<file path="src/rtl/dmem_arbiter.sv">
// ---------------------------------------------------------------------------
// dmem_arbiter
//
// Arbitrates two requesters onto one shared single-port data memory.
// The grant is combinational, so an accepted request reaches the memory in the
// same cycle. The matching response (rsp_valid plus registered read data) comes
// out on the following cycle. Requesters that tie alternate by last-granted.
// An owner keeps the port for at most MAX_BURST consecutive beats while the
// other requester is waiting.
//
// Ports
//   clk_i, rstn_i          clock, asynchronous active-low reset
//   rN_valid_i/rN_ready_o  request handshake (transfer on valid && ready)
//   rN_addr_i              word address (DEPTH bits)
//   rN_wsel_i              byte write enables, all-zero means read
//   rN_wdata_i             write data
//   rN_rsp_valid_o         one-cycle pulse, one cycle after acceptance
//   rN_rdata_o             read data (0 for writes), held until next response
//   mem_en_o               memory access enable
//   mem_addr_o             memory address
//   mem_wsel_byte_o        memory byte write enables
//   mem_wdata_o            memory write data
//   mem_rdata_i            memory read data, valid in the same cycle as mem_en_o
// ---------------------------------------------------------------------------
module dmem_arbiter #(
    parameter int WIDTH     = 32,
    parameter int DEPTH     = 10,
    parameter int MAX_BURST = 4
) (
    input  logic               clk_i,
    input  logic               rstn_i,

    input  logic               r0_valid_i,
    output logic               r0_ready_o,
    input  logic [DEPTH-1:0]   r0_addr_i,
    input  logic [WIDTH/8-1:0] r0_wsel_i,
    input  logic [WIDTH-1:0]   r0_wdata_i,
    output logic               r0_rsp_valid_o,
    output logic [WIDTH-1:0]   r0_rdata_o,

    input  logic               r1_valid_i,
    output logic               r1_ready_o,
    input  logic [DEPTH-1:0]   r1_addr_i,
    input  logic [WIDTH/8-1:0] r1_wsel_i,
    input  logic [WIDTH-1:0]   r1_wdata_i,
    output logic               r1_rsp_valid_o,
    output logic [WIDTH-1:0]   r1_rdata_o,

    output logic               mem_en_o,
    output logic [DEPTH-1:0]   mem_addr_o,
    output logic [WIDTH/8-1:0] mem_wsel_byte_o,
    output logic [WIDTH-1:0]   mem_wdata_o,
    input  logic [WIDTH-1:0]   mem_rdata_i
);

    localparam int BW = WIDTH / 8;
    localparam int CW = $clog2(MAX_BURST + 1);
    localparam logic [CW-1:0] BURST_LIMIT = CW'(MAX_BURST);

    typedef enum logic [1:0] {
        IDLE = 2'd0,
        OWN0 = 2'd1,
        OWN1 = 2'd2
    } state_t;

    state_t        state_q, state_d;
    logic [CW-1:0] cnt_q, cnt_d;
    logic          last_q, last_d;

    logic          gnt0, gnt1;
    logic          idle_g0, idle_g1;
    logic [CW-1:0] cnt_inc;

    // Tie-break used whenever nobody holds the port: a lone requester wins,
    // two requesters go to the one that was not granted last.
    assign idle_g0 = r0_valid_i && (!r1_valid_i || last_q);
    assign idle_g1 = r1_valid_i && (!r0_valid_i || !last_q);

    // Counter saturates at the limit. An owner running alone past the limit
    // keeps the port but must still yield at once when the other shows up.
    assign cnt_inc = (cnt_q == BURST_LIMIT) ? cnt_q : cnt_q + CW'(1);

    // ---------------------------------------------------------------------
    // Grant selection and next state
    // ---------------------------------------------------------------------
    always_comb begin
        gnt0    = 1'b0;
        gnt1    = 1'b0;
        state_d = IDLE;
        cnt_d   = '0;
        last_d  = last_q;

        // Nothing is granted while reset is held, whatever the valids do.
        if (rstn_i) begin
            case (state_q)
                OWN0: begin
                    if (r0_valid_i) begin
                        if (cnt_q < BURST_LIMIT || !r1_valid_i) gnt0 = 1'b1;
                        else                                     gnt1 = 1'b1;
                    end else begin
                        // Owner dropped valid: release in this same cycle.
                        gnt0 = idle_g0;
                        gnt1 = idle_g1;
                    end
                end
                OWN1: begin
                    if (r1_valid_i) begin
                        if (cnt_q < BURST_LIMIT || !r0_valid_i) gnt1 = 1'b1;
                        else                                     gnt0 = 1'b1;
                    end else begin
                        gnt0 = idle_g0;
                        gnt1 = idle_g1;
                    end
                end
                default: begin
                    gnt0 = idle_g0;
                    gnt1 = idle_g1;
                end
            endcase
        end

        if (gnt0) begin
            state_d = OWN0;
            last_d  = 1'b0;
            cnt_d   = (state_q == OWN0) ? cnt_inc : CW'(1);
        end else if (gnt1) begin
            state_d = OWN1;
            last_d  = 1'b1;
            cnt_d   = (state_q == OWN1) ? cnt_inc : CW'(1);
        end
    end

    always_ff @(posedge clk_i or negedge rstn_i) begin
        if (!rstn_i) begin
            state_q <= IDLE;
            cnt_q   <= '0;
            last_q  <= 1'b1;    // requester 0 wins the first tie
        end else begin
            state_q <= state_d;
            cnt_q   <= cnt_d;
            last_q  <= last_d;
        end
    end

    assign r0_ready_o = gnt0;
    assign r1_ready_o = gnt1;

    // ---------------------------------------------------------------------
    // Memory port mux
    // ---------------------------------------------------------------------
    always_comb begin
        mem_en_o        = gnt0 | gnt1;
        mem_addr_o      = '0;
        mem_wsel_byte_o = '0;
        mem_wdata_o     = '0;
        if (gnt0) begin
            mem_addr_o      = r0_addr_i;
            mem_wsel_byte_o = r0_wsel_i;
            mem_wdata_o     = r0_wdata_i;
        end else if (gnt1) begin
            mem_addr_o      = r1_addr_i;
            mem_wsel_byte_o = r1_wsel_i;
            mem_wdata_o     = r1_wdata_i;
        end
    end

    // ---------------------------------------------------------------------
    // Per-requester response registers
    // ---------------------------------------------------------------------
    logic             gnt_a       [2];
    logic [BW-1:0]    wsel_a      [2];
    logic             rsp_valid_a [2];
    logic [WIDTH-1:0] rdata_a     [2];

    assign gnt_a[0]  = gnt0;
    assign gnt_a[1]  = gnt1;
    assign wsel_a[0] = r0_wsel_i;
    assign wsel_a[1] = r1_wsel_i;

    for (genvar gi = 0; gi < 2; gi++) begin : g_rsp
        logic             rsp_valid_q, rsp_valid_d;
        logic [WIDTH-1:0] rdata_q, rdata_d;

        always_comb begin
            rsp_valid_d = gnt_a[gi];
            rdata_d     = rdata_q;
            if (gnt_a[gi]) begin
                rdata_d = (wsel_a[gi] == '0) ? mem_rdata_i : '0;
            end
        end

        // Reset clears any pending response, so a request accepted just
        // before reset never produces a pulse afterwards.
        always_ff @(posedge clk_i or negedge rstn_i) begin
            if (!rstn_i) begin
                rsp_valid_q <= 1'b0;
                rdata_q     <= '0;
            end else begin
                rsp_valid_q <= rsp_valid_d;
                rdata_q     <= rdata_d;
            end
        end

        assign rsp_valid_a[gi] = rsp_valid_q;
        assign rdata_a[gi]     = rdata_q;
    end

    assign r0_rsp_valid_o = rsp_valid_a[0];
    assign r0_rdata_o     = rdata_a[0];
    assign r1_rsp_valid_o = rsp_valid_a[1];
    assign r1_rdata_o     = rdata_a[1];

endmodule

</file>
<file path="config.mk">
export PLATFORM = sky130hd
export DESIGN_NAME = dmem_arbiter
export DESIGN_NICKNAME = d
export VERILOG_FILES = /design/src/rtl/dmem_arbiter.sv
export SDC_FILE = /design/constraint.sdc
export NUM_CORES = 1
export LEC_CHECK = 0
export BUFFER_PORTS_ARGS = -buffer_cell sky130_fd_sc_hd__buf_2
export CORE_MARGIN = 3
export CORE_UTILIZATION = 48
export CTS_BUF_LIST = sky130_fd_sc_hd__clkbuf_8
export DETAILED_ROUTE_END_ITERATION = 7
export PLACE_DENSITY = 0.87
export SLEW_MARGIN = 20
export SYNTH_ARGS = -nofsm -noshare
export SYNTH_HDL_FRONTEND = slang
export SYNTH_SLANG_ARGS = --single-unit
</file>
<file path="constraint.sdc">
create_clock -name clk_i -period 3.85 [get_ports clk_i]
set_input_delay 0.5775 -clock clk_i [delete_from_list [all_inputs] [get_ports clk_i]]
set_output_delay 0.5775 -clock clk_i [all_outputs]
set_load 0.005 [all_outputs]
</file>
==> flow_results.xml <==
<?xml version="1.0" encoding="UTF-8"?>
<metrics>
  <group name="critical_path">
    <metric name="delay_heaviest_family_cp" unit="">compound AO/OA/AOI/OAI gates</metric>
    <metric name="crit_slowest_cell" unit="">sky130_fd_sc_hd__inv_2</metric>
    <metric name="cp_buf_inv_count" unit="">3</metric>
    <metric name="worst_ep_arrival_time" unit="ns">2.83</metric>
    <metric name="cp-start-kind" unit="">flip-flop</metric>
    <metric name="critical-path-max-stage-delay" unit="ns">0.64</metric>
    <metric name="timing.critical_path.fanout_max" unit="">50</metric>
    <metric name="cp-end-kind" unit="">output port</metric>
    <metric name="critical_path_required" unit="ns">3.27</metric>
    <metric name="crit_path_cell_trace" unit="">inv_1 -&gt; ha_1 -&gt; a21boi_1 -&gt; o221a_2 -&gt; nor2_8 -&gt; inv_2 -&gt; o2bb2ai_1 -&gt; buf_2</metric>
    <metric name="crit_type" unit="">flip-flop to output port</metric>
    <metric name="r2r_slack" unit="ns">1.30</metric>
  </group>
  <group name="global_routing">
    <metric name="pin_count_of_the_biggest_net_entering_global_routing" unit="">70</metric>
    <metric name="residual_overflow_from_global_routing" unit="">0</metric>
    <metric name="antenna_found_initial" unit="">0</metric>
    <metric name="grt_pass1_vias" unit="">4225</metric>
    <metric name="track_usage" unit="%">27.3</metric>
    <metric name="grt_first_pass_wirelength" unit="mm">21.2</metric>
  </group>
  <group name="power">
    <metric name="cellLeakagePower" unit="nW">2.99</metric>
    <metric name="power_frac_seq" unit="%">41.1</metric>
    <metric name="power_frac_comb" unit="%">31.0</metric>
    <metric name="clkPwrFrac" unit="%">27.9</metric>
    <metric name="share_of_total_power_consumed_by_net_switching" unit="%">32.8</metric>
    <metric name="cell_internal_pwr" unit="W">0.00139</metric>
    <metric name="peakVddDrop" unit="uV">272</metric>
    <metric name="power_density" unit="nW/um2">382</metric>
    <metric name="p_sw" unit="W">0.000677</metric>
  </group>
  <group name="final_layout">
    <metric name="utilization" unit="%">68.9</metric>
    <metric name="final_area" unit="um2">5410</metric>
    <metric name="final_layout_size_suffix_gt1_share" unit="%">40.9</metric>
    <metric name="fillers" unit="">658</metric>
    <metric name="areaGrowthSynthToFinish" unit="%">36.6</metric>
    <metric name="num_antenna_cells" unit="">0</metric>
    <metric name="sequential_cell_area" unit="um2">1780</metric>
    <metric name="fin_cells" unit="">772</metric>
    <metric name="multi_input_comb_area" unit="um2">1880</metric>
    <metric name="finalNetCount" unit="">797</metric>
  </group>
  <group name="timing">
    <metric name="grt_setup_unrepaired" unit="">no</metric>
    <metric name="clock-skew-final" unit="ns">0.0110</metric>
    <metric name="max_slew_margin" unit="%">41.6</metric>
    <metric name="setup_viol" unit="">0</metric>
    <metric name="finalHoldViolCount" unit="">0</metric>
    <metric name="tightest_slew" unit="ns">0.876</metric>
    <metric name="final.period_utilization" unit="%">88.6</metric>
    <metric name="setup_total_negative_slack" unit="ns">0</metric>
    <metric name="layout_min_cycle_time" unit="ns">3.41</metric>
    <metric name="slew_viol_final" unit="">0</metric>
    <metric name="max_freq" unit="MHz">293</metric>
  </group>
  <group name="logic_synthesis">
    <metric name="avgSynthCellArea" unit="um2">8.94</metric>
    <metric name="ff_latch_count_synth" unit="">71</metric>
    <metric name="synth_commonest_cells" unit="">79 x sky130_fd_sc_hd__nand3_1, 70 x sky130_fd_sc_hd__dfrtp_1, 66 x sky130_fd_sc_hd__nand2_1</metric>
    <metric name="net_count_after_synthesis" unit="">575</metric>
    <metric name="ys_seq_area_share" unit="%">44.9</metric>
    <metric name="synthCells" unit="">443</metric>
    <metric name="postSynth.topFlopCell" unit="">sky130_fd_sc_hd__dfrtp_1</metric>
    <metric name="synth_enable_flop_cells" unit="">0</metric>
    <metric name="number_of_warnings_printed_during_yosys_synthesis" unit="">0</metric>
    <metric name="leading_post_synthesis_cells_by_cell_area" unit="">sky130_fd_sc_hd__dfrtp_1 44%, sky130_fd_sc_hd__o2bb2ai_1 10%, sky130_fd_sc_hd__nand3_1 10%</metric>
    <metric name="synthMostInstantiatedCell" unit="">sky130_fd_sc_hd__nand3_1</metric>
    <metric name="asyncSetResetFlopFracSynth" unit="%">100</metric>
    <metric name="ys_types" unit="">36</metric>
    <metric name="synth_largest_area_cell" unit="">sky130_fd_sc_hd__dfrtp_1</metric>
    <metric name="cell_area_after_synthesis" unit="um2">3960</metric>
    <metric name="synth_top_area_share" unit="%">44.2</metric>
  </group>
  <group name="detailed_routing">
    <metric name="drc" unit="">0</metric>
    <metric name="routed_via_density" unit="">5.52</metric>
    <metric name="detail-route-antenna-nets" unit="">0</metric>
    <metric name="routed_wl" unit="mm">13.1</metric>
    <metric name="detail_route.iter0.violations" unit="">217</metric>
    <metric name="detailroute.via_count" unit="">4259</metric>
    <metric name="detail_route.wl_per_cell" unit="um">16.9</metric>
    <metric name="detailedRoute.firstPassIterationCount" unit="">5</metric>
  </group>
  <group name="floorplanning">
    <metric name="coreArea" unit="um2">7850</metric>
    <metric name="die_h" unit="um">96.8</metric>
    <metric name="io_pins" unit="">243</metric>
    <metric name="floorplan.rows" unit="">32</metric>
    <metric name="dieWidth" unit="um">96.8</metric>
    <metric name="floorplan.initialDensity" unit="%">50.4</metric>
    <metric name="dieArea" unit="um2">9370</metric>
  </group>
  <group name="placement">
    <metric name="buffer_ports.inserted" unit="">242</metric>
    <metric name="placed_cell_area" unit="um2">5220</metric>
    <metric name="place_hpwl" unit="mm">9.74</metric>
    <metric name="dp.cells" unit="">756</metric>
    <metric name="gp_routability_congestion" unit="">0.964</metric>
  </group>
  <group name="clock_network">
    <metric name="postCtsSetupRepairBufs" unit="">0</metric>
    <metric name="cts_hold_repair.buffers" unit="">0</metric>
    <metric name="tritoncts" unit="">yes</metric>
    <metric name="clk_root_buffer_cell" unit="">sky130_fd_sc_hd__clkbuf_8</metric>
    <metric name="cts_inserted_buffers" unit="">9</metric>
    <metric name="clock_sinks" unit="">71</metric>
    <metric name="cts.reportedPaths.clkPinSlew" unit="ns">0.07</metric>
    <metric name="ctsResizeCount" unit="">0</metric>
    <metric name="cts.path.max_buffers" unit="">2</metric>
    <metric name="htreeDepth" unit="">3</metric>
    <metric name="clock_network_latency_to_the_later_pin_of_the_worst_skew_pair" unit="ns">0.35</metric>
  </group>
  <group name="job">
    <metric name="drv_cap" unit="">0</metric>
  </group>
  <group name="worst_hold_path">
    <metric name="hold_path_class" unit="">input pin to async pin</metric>
  </group>
  <group name="outcome">
    <metric name="outcome" unit="">completed</metric>
  </group>
</metrics>
## layer usage
metal  global-route usage (%)  part of all wire, %  up-vias
met1                     35.0                   40     2043
met3                     5.77                  7.1       29
met2                     46.1                   51      199
li1                         -                    -     1988
met5                        0                    0        -
met4                     8.75                  2.4        0
## cell families after synthesis
group	count (synthesis)	share of synthesized area (%)
flops	71	44.9
buf+inv	81	8.85
compound gates	93	17.1
simple gates	161	19.6
mux	32	8.09
fa+ha+maj	4	1.26
xor+xnor	1	0.221
## power groups by stage
stage	Sequential, W	Clock (W)	Combinational, W
final	0.000849	0.000575	0.000641
after global routing	0.000857	0.000620	0.000706
after CTS	0.000849	0.000586	0.000645
after detailed placement	0.000862	0	0.000644
after global placement	0.000858	0	0.000623
after floorplan	0.000865	0	0.000347
## final timing paths
| kind | startpoint | end | cells past startpoint |
|---|---|---|---|
| setup reg to reg | state_q[0] | r1_rdata_o[21] | 6 |
| max in group asynchronous | rstn_i | r0_rdata_o[1] | 2 |
| min in group clk_i | last_q | last_q | 2 |
| setup / recovery | state_q[1] | mem_wsel_byte_o[2] | 8 |
| hold reg to reg | last_q | last_q | 2 |
| hold / removal | rstn_i | state_q[1] | 1 |
## worst register-to-register path, cell delays in order, from the launching register on
cell and delay [ns]:
sky130_fd_sc_hd__dfrtp_1 0.40, sky130_fd_sc_hd__ha_1 0.30, sky130_fd_sc_hd__inv_1 0.17, sky130_fd_sc_hd__a21oi_1 0.09
sky130_fd_sc_hd__o311ai_4 0.63, sky130_fd_sc_hd__buf_4 0.56, sky130_fd_sc_hd__mux2i_1 0.32
## registers in the layout (all words and copies together), names as in the netlist
signal / cells
r0_rdata_o: 32
r1_rdata_o: 32
cnt_q: 3
state_q: 2
last_q: 1
r1_rsp_valid_o: 1
## per-stage QoR
step                      total power [W]  hold WS (ns)  worst slack, ns
final                             0.00206        0.0391            0.439
after global routing              0.00218        0.0267            0.180
after CTS                         0.00208        0.0210            0.413
after detailed placement          0.00151         0.392            0.793
after global placement            0.00148         0.390            0.918
after floorplan                   0.00121         0.282             1.55
## cells in the final DEF, fill, tap and decap left out, types with 2 or more instances in the layout
cell,synthesis,final
sky130_fd_sc_hd__nand2_1,66,66
sky130_fd_sc_hd__mux2i_1,32,32
sky130_fd_sc_hd__clkinv_2,0,3
sky130_fd_sc_hd__ha_1,4,4
sky130_fd_sc_hd__a211oi_1,3,3
sky130_fd_sc_hd__clkbuf_8,0,9
sky130_fd_sc_hd__buf_2,11,241
sky130_fd_sc_hd__inv_1,40,41
sky130_fd_sc_hd__nor2_1,3,3
sky130_fd_sc_hd__buf_4,2,10
sky130_fd_sc_hd__nand3_1,79,79
sky130_fd_sc_hd__o2bb2ai_1,46,46
sky130_fd_sc_hd__a21oi_1,4,4
sky130_fd_sc_hd__nand3b_1,2,2
sky130_fd_sc_hd__o21ai_0,26,26
sky130_fd_sc_hd__nand2b_1,2,2
sky130_fd_sc_hd__nor4_4,0,2
sky130_fd_sc_hd__o21ai_1,8,8
sky130_fd_sc_hd__dfrtp_1,70,70
## cell type report
type	instances	area share, %
clock buffer	9	2.29
sequential	71	32.9
clock inverter	7	1.20
tap	102	2.36
timing repair buffer	251	23.7
inverter	41	2.85
multi-input combinational	291	34.7
Note: power is estimated with default switching activity, not from simulation.
